<file path="src/rtl/rx_logic_2_if.sv">
`default_nettype none
// +----------------------------------------------------------------------------+
// | rx_logic_2_if : per-port 2-phase push channels plus the node FIFO write   |
// | side. Revision: 1.0                                                        |
// +----------------------------------------------------------------------------+
interface rx_logic_2_if #(
  parameter int SIZE             = 8,
  parameter int PORT_COUNT       = 5,
  parameter int DESTINATION_BITS = 3
);
  logic [PORT_COUNT-1:0]      fifo_push_req;
  logic [PORT_COUNT-1:0]      fifo_push_ack;
  logic [PORT_COUNT*SIZE-1:0] fifo_push_data;
  logic                       fifo_write;
  logic                       fifo_full;
  logic [SIZE-1:0]            fifo_item_in;
  logic [DESTINATION_BITS-1:0] src_port;

  // Transceivers and FIFO side
  modport master (
    output fifo_push_req,
    output fifo_push_data,
    output fifo_full,
    input  fifo_push_ack,
    input  fifo_write,
    input  fifo_item_in,
    input  src_port
  );

  // Receive logic side
  modport slave (
    input  fifo_push_req,
    input  fifo_push_data,
    input  fifo_full,
    output fifo_push_ack,
    output fifo_write,
    output fifo_item_in,
    output src_port
  );
endinterface
`default_nettype wire

</file>
<file path="src/rtl/rx_logic_2.sv">
`default_nettype none
// +----------------------------------------------------------------------------+
// | rx_logic_2 : arbitrates 2-phase rx channels into one FIFO write per cycle. |
// | Optional macro RX_LOGIC_RR_EN selects round-robin instead of fixed prio.   |
// | Revision: 1.0                                                              |
// +----------------------------------------------------------------------------+
module rx_logic_2 #(
  parameter int ID               = -1,
  parameter int SIZE             = 8,
  parameter int PORT_COUNT       = 5,
  parameter int DESTINATION_BITS = 3
) (
  input  logic       clk,
  input  logic       reset,
  rx_logic_2_if.slave bus
);

  logic [PORT_COUNT-1:0]       w_pending;
  logic [PORT_COUNT-1:0]       w_grant_onehot;
  logic [PORT_COUNT-1:0]       r_ack;
  logic [SIZE-1:0]             w_slice [PORT_COUNT];
  logic [SIZE-1:0]             w_grant_data;
  logic [SIZE-1:0]             r_item;
  logic [DESTINATION_BITS-1:0] w_grant_idx;
  logic [DESTINATION_BITS-1:0] w_low_idx;
  logic [DESTINATION_BITS-1:0] r_src;
  logic [DESTINATION_BITS-1:0] r_ptr;
  logic                        w_low_valid;
  logic                        w_grant_valid;
  logic                        r_write;
  logic [31:0]                 w_unused_id;

  assign w_unused_id = ID;

  for (genvar k = 0; k < PORT_COUNT; k++) begin : g_slice
    assign w_slice[k] = bus.fifo_push_data[SIZE*k +: SIZE];
  end

  assign w_pending = bus.fifo_push_req ^ r_ack;

  // Descending scan so the last hit is the lowest pending index.
  always_comb begin
    w_low_valid = 1'b0;
    w_low_idx   = '0;
    for (int k = PORT_COUNT - 1; k >= 0; k--) begin
      if (w_pending[k]) begin
        w_low_valid = 1'b1;
        w_low_idx   = DESTINATION_BITS'(k);
      end
    end
  end

`ifdef RX_LOGIC_RR_EN
  logic [DESTINATION_BITS-1:0] w_high_idx;
  logic                        w_high_valid;

  // Lowest pending port above the last grant; otherwise wrap to lowest overall.
  always_comb begin
    w_high_valid = 1'b0;
    w_high_idx   = '0;
    for (int k = PORT_COUNT - 1; k >= 0; k--) begin
      if (w_pending[k] && (DESTINATION_BITS'(k) > r_ptr)) begin
        w_high_valid = 1'b1;
        w_high_idx   = DESTINATION_BITS'(k);
      end
    end
  end

  assign w_grant_idx = w_high_valid ? w_high_idx : w_low_idx;
`else
  logic [DESTINATION_BITS-1:0] w_unused_ptr;

  assign w_unused_ptr = r_ptr;
  assign w_grant_idx  = w_low_idx;
`endif

  assign w_grant_valid = w_low_valid & ~bus.fifo_full;

  always_comb begin
    w_grant_data   = '0;
    w_grant_onehot = '0;
    for (int k = 0; k < PORT_COUNT; k++) begin
      if (w_grant_idx == DESTINATION_BITS'(k)) begin
        w_grant_data      = w_slice[k];
        w_grant_onehot[k] = w_grant_valid;
      end
    end
  end

  always_ff @(posedge clk or negedge reset) begin
    if (!reset) begin
      r_write <= 1'b0;
      r_item  <= '0;
      r_src   <= '0;
      r_ack   <= '0;
      r_ptr   <= DESTINATION_BITS'(PORT_COUNT - 1);
    end else begin
      r_write <= w_grant_valid;
      if (w_grant_valid) begin
        r_item <= w_grant_data;
        r_src  <= w_grant_idx;
        r_ptr  <= w_grant_idx;
        r_ack  <= r_ack ^ w_grant_onehot;
      end
    end
  end

  assign bus.fifo_push_ack = r_ack;
  assign bus.fifo_write    = r_write;
  assign bus.fifo_item_in  = r_item;
  assign bus.src_port      = r_src;

  a_single_grant : assert property (@(posedge clk) disable iff (!reset)
    $onehot0(w_grant_onehot));
  a_no_grant_when_full : assert property (@(posedge clk) disable iff (!reset)
    bus.fifo_full |-> !w_grant_valid);

endmodule
`default_nettype wire

</file>
<file path="src/flat_wrapper.sv">
// flat-port wrapper written by rule: the top's interface ports become plain ports
module rx_logic_2_flat 
#(
  parameter int ID               = -1,
  parameter int SIZE             = 8,
  parameter int PORT_COUNT       = 5,
  parameter int DESTINATION_BITS = 3
)
  (clk, reset, bus_fifo_push_req, bus_fifo_push_data, bus_fifo_full, bus_fifo_push_ack, bus_fifo_write, bus_fifo_item_in, bus_src_port);
  rx_logic_2_if #(.SIZE(SIZE), .PORT_COUNT(PORT_COUNT), .DESTINATION_BITS(DESTINATION_BITS)) bus_i ();
  input  logic clk;
  input  logic reset;
  input wire logic [$bits(bus_i.fifo_push_req)-1:0] bus_fifo_push_req;
  input wire logic [$bits(bus_i.fifo_push_data)-1:0] bus_fifo_push_data;
  input wire logic [$bits(bus_i.fifo_full)-1:0] bus_fifo_full;
  output wire logic [$bits(bus_i.fifo_push_ack)-1:0] bus_fifo_push_ack;
  output wire logic [$bits(bus_i.fifo_write)-1:0] bus_fifo_write;
  output wire logic [$bits(bus_i.fifo_item_in)-1:0] bus_fifo_item_in;
  output wire logic [$bits(bus_i.src_port)-1:0] bus_src_port;
  assign bus_i.fifo_push_req = bus_fifo_push_req;
  assign bus_i.fifo_push_data = bus_fifo_push_data;
  assign bus_i.fifo_full = bus_fifo_full;
  assign bus_fifo_push_ack = bus_i.fifo_push_ack;
  assign bus_fifo_write = bus_i.fifo_write;
  assign bus_fifo_item_in = bus_i.fifo_item_in;
  assign bus_src_port = bus_i.src_port;
  rx_logic_2 #(.ID(ID), .SIZE(SIZE), .PORT_COUNT(PORT_COUNT), .DESTINATION_BITS(DESTINATION_BITS)) u_core (.clk(clk), .reset(reset), .bus(bus_i));
endmodule
</file>
<file path="config.mk">
export PLATFORM = sky130hd
export DESIGN_NAME = rx_logic_2_flat
export DESIGN_NICKNAME = d
export VERILOG_FILES = /design/src/rtl/rx_logic_2_if.sv /design/src/rtl/rx_logic_2.sv /design/src/flat_wrapper.sv
export SDC_FILE = /design/constraint.sdc
export NUM_CORES = 1
export LEC_CHECK = 0
export ABC_AREA = 1
export BUFFER_PORTS_ARGS = -buffer_cell sky130_fd_sc_hd__buf_2
export CORE_ASPECT_RATIO = 1.75
export CORE_UTILIZATION = 30
export CTS_CLUSTER_DIAMETER = 100
export DETAILED_ROUTE_END_ITERATION = 6
export GPL_TIMING_DRIVEN = 0
export PLACE_DENSITY = 0.69
export SKIP_LAST_GASP = 1
export SLEW_MARGIN = 30
export SYNTH_ARGS = -nofsm -noshare
export SYNTH_HDL_FRONTEND = slang
export SYNTH_SLANG_ARGS = --single-unit
</file>
<file path="constraint.sdc">
create_clock -name clk -period 1.6 [get_ports clk]
set_clock_uncertainty 0.15 [all_clocks]
set_input_delay 0.08 -clock clk [delete_from_list [all_inputs] [get_ports clk]]
set_output_delay 0.08 -clock clk [all_outputs]
set_load 0.02 [all_outputs]
</file>
### Yosys cells after proc, flatten, opt, wreduce, memory -nomap -nowiden

Index checks and enable logic that the tools add are counted.

| storage, ports and cells | value |
|---|---|
| flip-flop bits (word level) | 17 |
| input bits | 48 |
| output and inout bits | 17 |
| word-level logic and storage cells | 33 |

| cells by class | value |
|---|---|
| eq/ne operators | 4 |
| mux-type cells | 20 |
| bitwise logic cells | 4 |
| reductions and logical operators | 1 |

Operator list:

| kind | number |
|---|---|
| $mux W8 | 5 |
| $mux W3 | 5 |
| $mux W1 | 10 |
| $xor A5 B5 Y5 | 2 |
| $eq A3 B2 Y1 const B | 2 |
| $eq A3 B1 Y1 const B | 1 |
| $eq A3 B3 Y1 const B | 1 |
| $logic_not A3 Y1 | 1 |
| $and A1 B1 Y1 | 1 |
| $not A1 Y1 | 1 |

### Longest topological paths before layout

Gate-level depths: netlist of the first run.

| depth | value |
|---|---|
| depth in word-level cells | 12 |
| depth in mapped cells | 12 |
| mapped depth without buffers | 11 |

### Worst setup path before layout of the first run

OpenSTA, ideal clock, no wires.

| path | value |
|---|---|
| path kind | register to register |
| start point | register u_core.r_ack[0] (netlist: u_core.bus.fifo_push_ack[0]) |
| end point | register u_core.r_item[0] (netlist: u_core.bus.fifo_item_in[0]) |
| setup time | 0.116 ns |
| arrival time | 1.353 ns |
| required time | 1.334 ns |
| setup slack | -0.020 ns |
| cell stages (with the launch flop) | 11 |
| buffers on the path | 1 |
| period minus slack after synthesis | 1.620 ns |
| cells stage by stage | dfrtp_1 -> inv_1 -> nand2_2 -> nand2_4 -> nor2_8 -> inv_4 -> o21ai_4 -> buf_6 -> nor2_1 -> nand2_1 -> nand2_1 |

| on the way | value |
|---|---|
| longest elaborated chain between the ends | 8 |
| elaborated cells on any way between the ends | 14 |
| those cells by class | eq/ne: 4; mux: 7; bitwise: 2; reduce/logical: 1 |

Ends and longest elaborated chain:

| item | RTL line | RTL |
|---|---|---|
| from (decl) | rx_logic_2.sv:20 | `logic [PORT_COUNT-1:0] r_ack;` |
| from (signal assigned) | rx_logic_2.sv:103 | `r_ack <= r_ack ^ w_grant_onehot;` |
| $xor A5 B5 Y5 * | rx_logic_2.sv:39 | `assign w_pending = bus.fifo_push_req ^ r_ack;` |
| $mux W3 | rx_logic_2.sv:46 | `if (w_pending[k]) begin` |
| $logic_not A3 Y1 | rx_logic_2.sv:83 | `if (w_grant_idx == DESTINATION_BITS'(k)) begin` |
| $mux W8 (5 in series) | rx_logic_2.sv:83 |  |
| to (signal assigned) | rx_logic_2.sv:100 | `r_item <= w_grant_data;` |
| to (decl) | rx_logic_2.sv:23 | `logic [SIZE-1:0] r_item;` |

Mark *: on every way between the ends. The rest lies on a longest branch, timed or not.
A chain may end at the register's enable or synchronous reset.

### Worst setup path in the final report of the first run

| path | value |
|---|---|
| start point | register u_core.r_ack[2] (netlist: u_core.bus.fifo_push_ack[2]) |
| end point | register u_core.r_item[5] (netlist: u_core.bus.fifo_item_in[5]) |

| on the way | value |
|---|---|
| longest elaborated chain between the ends | 10 |
| elaborated cells on any way between the ends | 18 |
| those cells by class | eq/ne: 4; mux: 11; bitwise: 2; reduce/logical: 1 |

Ends and longest elaborated chain:

| item | RTL line |
|---|---|
| $xor A5 B5 Y5 * | rx_logic_2.sv:39 |
| $mux W3 (3 in series) | rx_logic_2.sv:46 |
| $logic_not A3 Y1 | rx_logic_2.sv:83 |
| $mux W8 (5 in series) | rx_logic_2.sv:83 |

Marks and branches as above.

==> results of run 1 <==
layout make-up:
| cell class | instances | share of cell area (%) |
|---|---|---|
| flip-flops and latches | 17 | 21.30 |
| repair buffers | 89 | 27.11 |
| well taps | 48 | 2.998 |
| repair inverters | 1 | 0.2498 |
| clock inverters | 1 | 0.2498 |
| plain buffers | 5 | 2.623 |
| multi-input cells | 136 | 38.60 |
| inverters | 24 | 4.809 |
| clock buffers | 3 | 2.061 |
synth_stat cells:
library cell and count:
nor2_2 1, nor2_1 17, dfrtp_1 17, inv_2 4, nand4_1 17, a21oi_1 1, xor2_1 4, clkinv_1 1
nor2_8 1, o21ai_1 2, buf_4 1, nand2_4 2, o21ai_0 1, inv_1 18, inv_4 1, buf_6 4
o31ai_1 1, nand3_2 1, nand3_1 17, nor2_4 1, nand2_2 8, o21ai_4 1, nand2_1 61
per-layer routing:
layer	part of all wire [%]	wire [µm]	vias to the layer above
met5	0	0	-
met4	1.7	72	0
met3	3.7	158	7
met2	58	2476	54
met1	37	1589	739
li1	-	-	768
per-stage QoR:
step	hold slack (ps)	cells
final	-6.691	324
after global placement	-113.1	294
after global routing	40.66	324
after detailed placement	-113.1	294
after CTS	0.5388	318
after floorplan	-365.6	182
power by group through the flow:
stage	logic [µW]	registers, µW	clock network, µW
final	2180	759	332
after global routing	2390	786	353
after CTS	1950	748	333
after detailed placement	1710	749	0
after global placement	1700	746	0
after floorplan	988	976	0
flip-flops by register name, indices dropped and copies added (netlist names):
signal and cells:
u_core.bus.src_port 3, u_core.bus.fifo_item_in 8, u_core.bus.fifo_push_ack 5, u_core.bus.fifo_write 1
cell families after synthesis:
group / count (synthesis) / share of synthesized area (%)
AO/OA/AOI/OAI: 6 / 3.493
XOR/XNOR: 4 / 2.794
buffers and inverters: 29 / 11.58
flip-flops: 17 / 33.93
AND/OR/NAND/NOR: 126 / 48.20
critical path, cell delays in order (launching register included):
cell and delay [ps]:
dfrtp_1 410, inv_1 80, nand2_2 60, nand2_4 120, nand2_4 90, nor2_4 150
nand2_4 80, buf_6 140, nor2_1 90, nor2_1 50, nand2_1 50, nand2_1 50
repair_timing:
action	CTS	global route
hold buffers	8	0
pin swaps	15	13
setup buffers	11	4
endpoints found under the hold margin	22	0
gates resized for setup	8	29
endpoints found under the setup margin	10	14
cloned	1	2
how the worst max path moves through the flow:
stage	start	endpoint	slack, ps	cells past startpoint
after floorplan	u_core.bus.fifo_push_ack[1]	u_core.bus.fifo_item_in[0]	0.2	10
after global placement	u_core.bus.fifo_push_ack[0]	u_core.bus.fifo_item_in[4]	-50	8
after detailed placement	u_core.bus.fifo_push_ack[0]	u_core.bus.fifo_item_in[5]	-70	8
after CTS	u_core.bus.fifo_push_ack[1]	u_core.bus.fifo_item_in[5]	-50	10
after global routing	u_core.bus.fifo_push_ack[3]	u_core.bus.fifo_item_in[4]	-130	11
final	u_core.bus.fifo_push_ack[2]	u_core.bus.fifo_item_in[5]	-40	11
==> results.md, run 1 <==
- 1st-iter DRT viols: 30
- Core area: 0.003941 mm²
- Root buffer cell: clkbuf_8
- Area contributors post-synth: dfrtp_1, nand2_1, nand4_1, nand3_1, inv_1
- DIE AREA: 0.004451 mm²
- Critical path class: flip-flop to flip-flop
- Switch Pwr: 1604 µW
- Measured slew at the worst slew-check pin: 402.5 ps
- Multi-input logic area: 773.2 µm²
- CTS sink count: 17
- Pins Over Slew Limit: 0
- Power, Total: 3274 µW
- Filler cells: 412
- RSZ-0062 raised after global routing: yes
- Register area: 426.7 µm²
- Area leader, netlist: dfrtp_1
- Worst R2R Setup Slack: -40 ps
- Initial Util: 31.81%
- Final Hold Viols: 2
- Via-per-instance ratio: approximately 4.8
- Count of different cell masters after synthesis: 23
- Vias in the first global route: 1550
- M3 GR Usage: 1.920%
- Pre-CTS setup slack: -68.31 ps
- Fmax: 609.1 MHz
- GRT busiest layer: met2
- First-pass GRT wire length: around 7000 µm
- Slew margin rel.: 73.16%
- Reg-to-reg critical path startpoint: u_core.bus.fifo_push_ack[2]
- Clock transition at the registers of the reported paths: 70 ps
- Final setup TNS: -211.3 ps
- Clock latency on the worst-skew pair: 260 ps
- Gr ovfl total: 0
- Combinational power share: 66.7%
- Final worst slack: -41.66 ps
- Port-buffer cells: 64
- Pin count of the biggest net entering global routing: 18
- # IOs: 65
- Synthesis Warnings: 0
- Clk pwr share: 10.1%
- Max H-tree Level: 1
- GR Util met1: 22.87%
- Top-area cell type share of the netlist area: 33.93%
- Drt first pass iters: 6
- N_diodes: 0
- Register area share after synthesis: 33.93%
- WL final: ~4300 µm
- R2R cell count: 11
- Sequential power share: a little under a quarter
- Max VDD drop: around 0.00073 V
- Cts bufs inserted: 3
- CTS tree: done
- Final setup fails: 8
- Final #Nets: 325
- Req. time, crit path: roughly 1600 ps
- Syn Std Cell Area: between 0.001 and 0.0015 mm²
- Dpl hpwl: 2897 µm
- Leak: between 0.001 and 0.0015 µW
- P_int: about 1700 µW
- Chip Width: just over 50 µm
- WHS: -6.691 ps
- Mapped Cells: between 150 and 200
- Hold Path Class: input pin to flip-flop
- Commonest cells after routing, fill and taps aside: buf_2, nand2_1, nand3_1, nand4_1, dfrtp_1
- Via count: 1568
- Reg2reg end: u_core.bus.fifo_item_in[5]
- Hold path cells: 5
- Initial antenna violation count: 0
- DRC: 0
- Pwr/cell area: ~1600 mW/mm²
- Hold Crit Start: bus_fifo_push_data[32]
- Share of layout cells above drive strength 1: 48.19%
- Global placement routability congestion: 0.7898
- Switch share: 48.99%
- P&R area growth vs syn: 59.78%
- Die Ht: around 90 µm
- Max clock buf depth: 2
- Crit start category: flip-flop
- Met2 usage in global routing: 39.39%
- Violated checks: negative hold slack, negative setup slack
- Min Tclk post-route: between 1500 and 2000 ps
- Crit end category: flip-flop
- Synth Area per Inst: 6.888 µm²
- Overall Global Routing Usage: 20.64%
- Commonest non-fill, non-tap cell in the layout: buf_2
- Placement Cell Area: 0.001635 mm²
- Row count: 30
- Routed length per instance: 13.26 µm
- Syn_nets: 230
- WP data arrival: 1640 ps
- Status: complete, but fails checks
- Final Core Density: between 50% and 60%
- Hold Crit Endpoint: u_core.bus.fifo_item_in[0]
- Max Cap Viol: 0
- Largest fanout on the critical path: 5
- Synthesis-stage register bit count: 17
- Final Cycle Share: 102.6%
- Final Cell Area: roughly 0.002 mm²
- DRT antenna net count: 0
Note: power is estimated with default switching activity, not from simulation.
==> run 2, diff against run 1 <==
--- a/config.mk
+++ b/config.mk
@@ -7,12 +7,14 @@
 export LEC_CHECK = 0
 export ABC_AREA = 1
 export BUFFER_PORTS_ARGS = -buffer_cell sky130_fd_sc_hd__buf_2
+export CAP_MARGIN = 20
 export CORE_ASPECT_RATIO = 1.75
 export CORE_UTILIZATION = 30
 export CTS_CLUSTER_DIAMETER = 100
 export DETAILED_ROUTE_END_ITERATION = 6
 export GPL_TIMING_DRIVEN = 0
 export PLACE_DENSITY = 0.69
+export SETUP_SLACK_MARGIN = 0.5
 export SKIP_LAST_GASP = 1
 export SLEW_MARGIN = 30
 export SYNTH_ARGS = -nofsm -noshare
==> results.md, run 2 (synthesis gave the netlist of run 1 again) <==
- Status: complete, but fails checks
- Violated checks: negative hold slack, negative setup slack
- Fmax: 604.1 MHz (-0.83%)
- Die Ht: 87.52 µm (unchanged)
- Final Core Density: 53.68% (+2.9 points)
- Max clock buf depth: 2 (unchanged)
- Hold Path Class: input pin to flip-flop
- Measured slew at the worst slew-check pin: 420.7 ps (+18.18 ps)
- Critical path class: flip-flop to flip-flop
- Final worst slack: -55.41 ps (-13.75 ps)
- Initial antenna violation count: 0 (unchanged)
- Max Cap Viol: 0 (unchanged)
- Pwr/cell area: 1668 mW/mm² (+2.1%)
- RSZ-0062 raised after global routing: yes
- Drt first pass iters: 4 (-2)
- Req. time, crit path: 1600 ps (about the same)
- Pin count of the biggest net entering global routing: 18 (unchanged)
- Final #Nets: 327 (+0.62%)
- DRC: 0 (unchanged)
- Cts bufs inserted: 3 (unchanged)
- CTS sink count: 17 (unchanged)
- WHS: -3.142 ps (+3.549 ps)
- Dpl hpwl: 2988 µm (+3.1%)
- Commonest non-fill, non-tap cell in the layout: buf_2
- Worst R2R Setup Slack: -60 ps (about the same)
- CTS tree: done
- Cell count after placement: 294 (unchanged)
- Commonest cells after routing, fill and taps aside: buf_2, nand2_1, nand4_1
- First-pass GRT wire length: 6679 µm (-2.8%)
- WL final: 4567 µm (+6.3%)
- WP data arrival: 1650 ps (about the same)
- P&R area growth vs syn: 68.76%
- Routed length per instance: 14.01 µm (+5.7%)
- Final std cells w/o fill: 326 (+0.62%)
- Clock transition at the registers of the reported paths: 70 ps (about the same)
- Via count: 1563 (-0.32%)
- Leak: 0.001125 µW (+1.3%)
- Chip Width: 50.87 µm (unchanged)
- Largest fanout on the critical path: 5 (unchanged)
- DIE AREA: 0.004451 mm² (unchanged)
- Share of layout cells above drive strength 1: 56.83% (+8.6 points)
- Crit start category: flip-flop
- Max VDD drop: 0.0009907 V (+36%)
- 1st-iter DRT viols: 60 (+100%)
- Max reg flops: 8 (unchanged)
- N_diodes: 0 (unchanged)
- Overall Global Routing Usage: 20.01% (-0.63 points)
- Vias in the first global route: 1495 (-3.5%)
- Final Hold Viols: 1 (-1)
- Final Cycle Share: 103.5% (+0.86 points)
- Row count: 30 (unchanged)
- Initial Util: 31.81% (unchanged)
- Gr ovfl total: 0 (unchanged)
- Final setup fails: 8 (unchanged)
- Pins Over Slew Limit: 0 (unchanged)
- DRT antenna net count: 0 (unchanged)
- Root buffer cell: clkbuf_8
- Crit end category: flip-flop
- Core area: 0.003941 mm² (unchanged)
- Max H-tree Level: 1 (unchanged)
- Via-per-instance ratio: 4.794 (-0.93%)
- Pre-CTS setup slack: -47.20 ps (+21.11 ps)
- # IOs: 65 (unchanged)
- Port-buffer cells: 64 (unchanged)
- Clock latency on the worst-skew pair: 250 ps (about the same)
- Slew margin rel.: 71.95% (-1.2 points)
- Global placement routability congestion: 0.8602 (+8.9%)
- Min Tclk post-route: 1655 ps (+13.75 ps)
-- run 2: changes by cell type in the layout (fill, tap and decap cells not counted), sizes merged --
cell         before  now
buf              86   91
clkbuf            3    4
clkinvlp          2    0
dlygate4sd3       8    6
-- run 2: per-layer routing --
metal  routed length, µm  vias up  track usage (%)
met2                2540       65            37.21
li1                    -      771                -
met5                   0        -                0
met3                 215       12            1.396
met1                1686      715            22.23
met4                 125        0            10.10
-- run 2: repair_timing --
action,CTS,global route
endpoints found under the hold margin,22,0
pin swaps,9,31
gates cloned,3,0
hold buffers,6,0
resized for setup,17,38
buffers inserted,14,5
endpoints found under the setup margin,17,21
-- run 2: area by class of cell --
type                    count  area (µm²)
fillers                   408        1826
flip-flops and latches     17       431.7
clock buffers               4       45.04
repair buffers             92       594.3
well taps                  48       60.06
inverters                  24       93.84
multi-input cells         136       834.6
plain buffers               5       56.30
-- run 2: worst paths after layout --
check | startpoint | endpoint | cells after the start
worst min register to register | u_core.bus.fifo_item_in[3] | u_core.bus.fifo_item_in[3] | 2
worst min-delay path | bus_fifo_push_data[35] | u_core.bus.fifo_item_in[3] | 5
worst max register to register | u_core.bus.fifo_push_ack[0] | u_core.bus.fifo_item_in[0] | 9
worst max-delay path | u_core.bus.fifo_push_ack[0] | u_core.bus.fifo_item_in[0] | 9
max in group asynchronous | reset | u_core.bus.fifo_push_ack[1] | 2
min in group asynchronous | reset | u_core.bus.fifo_item_in[0] | 2
-- run 2: report_power, final --
part           leakage [µW]  switching [µW]  internal, µW
clock network     0.0000228             150           177
registers          0.000203             154           631
logic              0.000899            1410          1010
-- run 2: per-stage QoR --
stage                     cell area [µm²]  total power [µW]  setup TNS [ps]
after CTS                            1948              3212          -1.962
after global routing                 2116              3756           -1365
final                                2116              3529          -287.4
after floorplan                      1289              2037               0
after detailed placement             1669              2544          -318.9
after global placement               1669              2502          -61.21
-- run 2: worst max-delay path: stages (launching register included) --
cell and delay [ps]:
dfrtp_2 440, nand2_2 90, nand2_4 80, nor2_8 170, inv_4 70, o21ai_4 220, buf_6 180, nor2_2 40
nand2_1 60, nand2_1 50
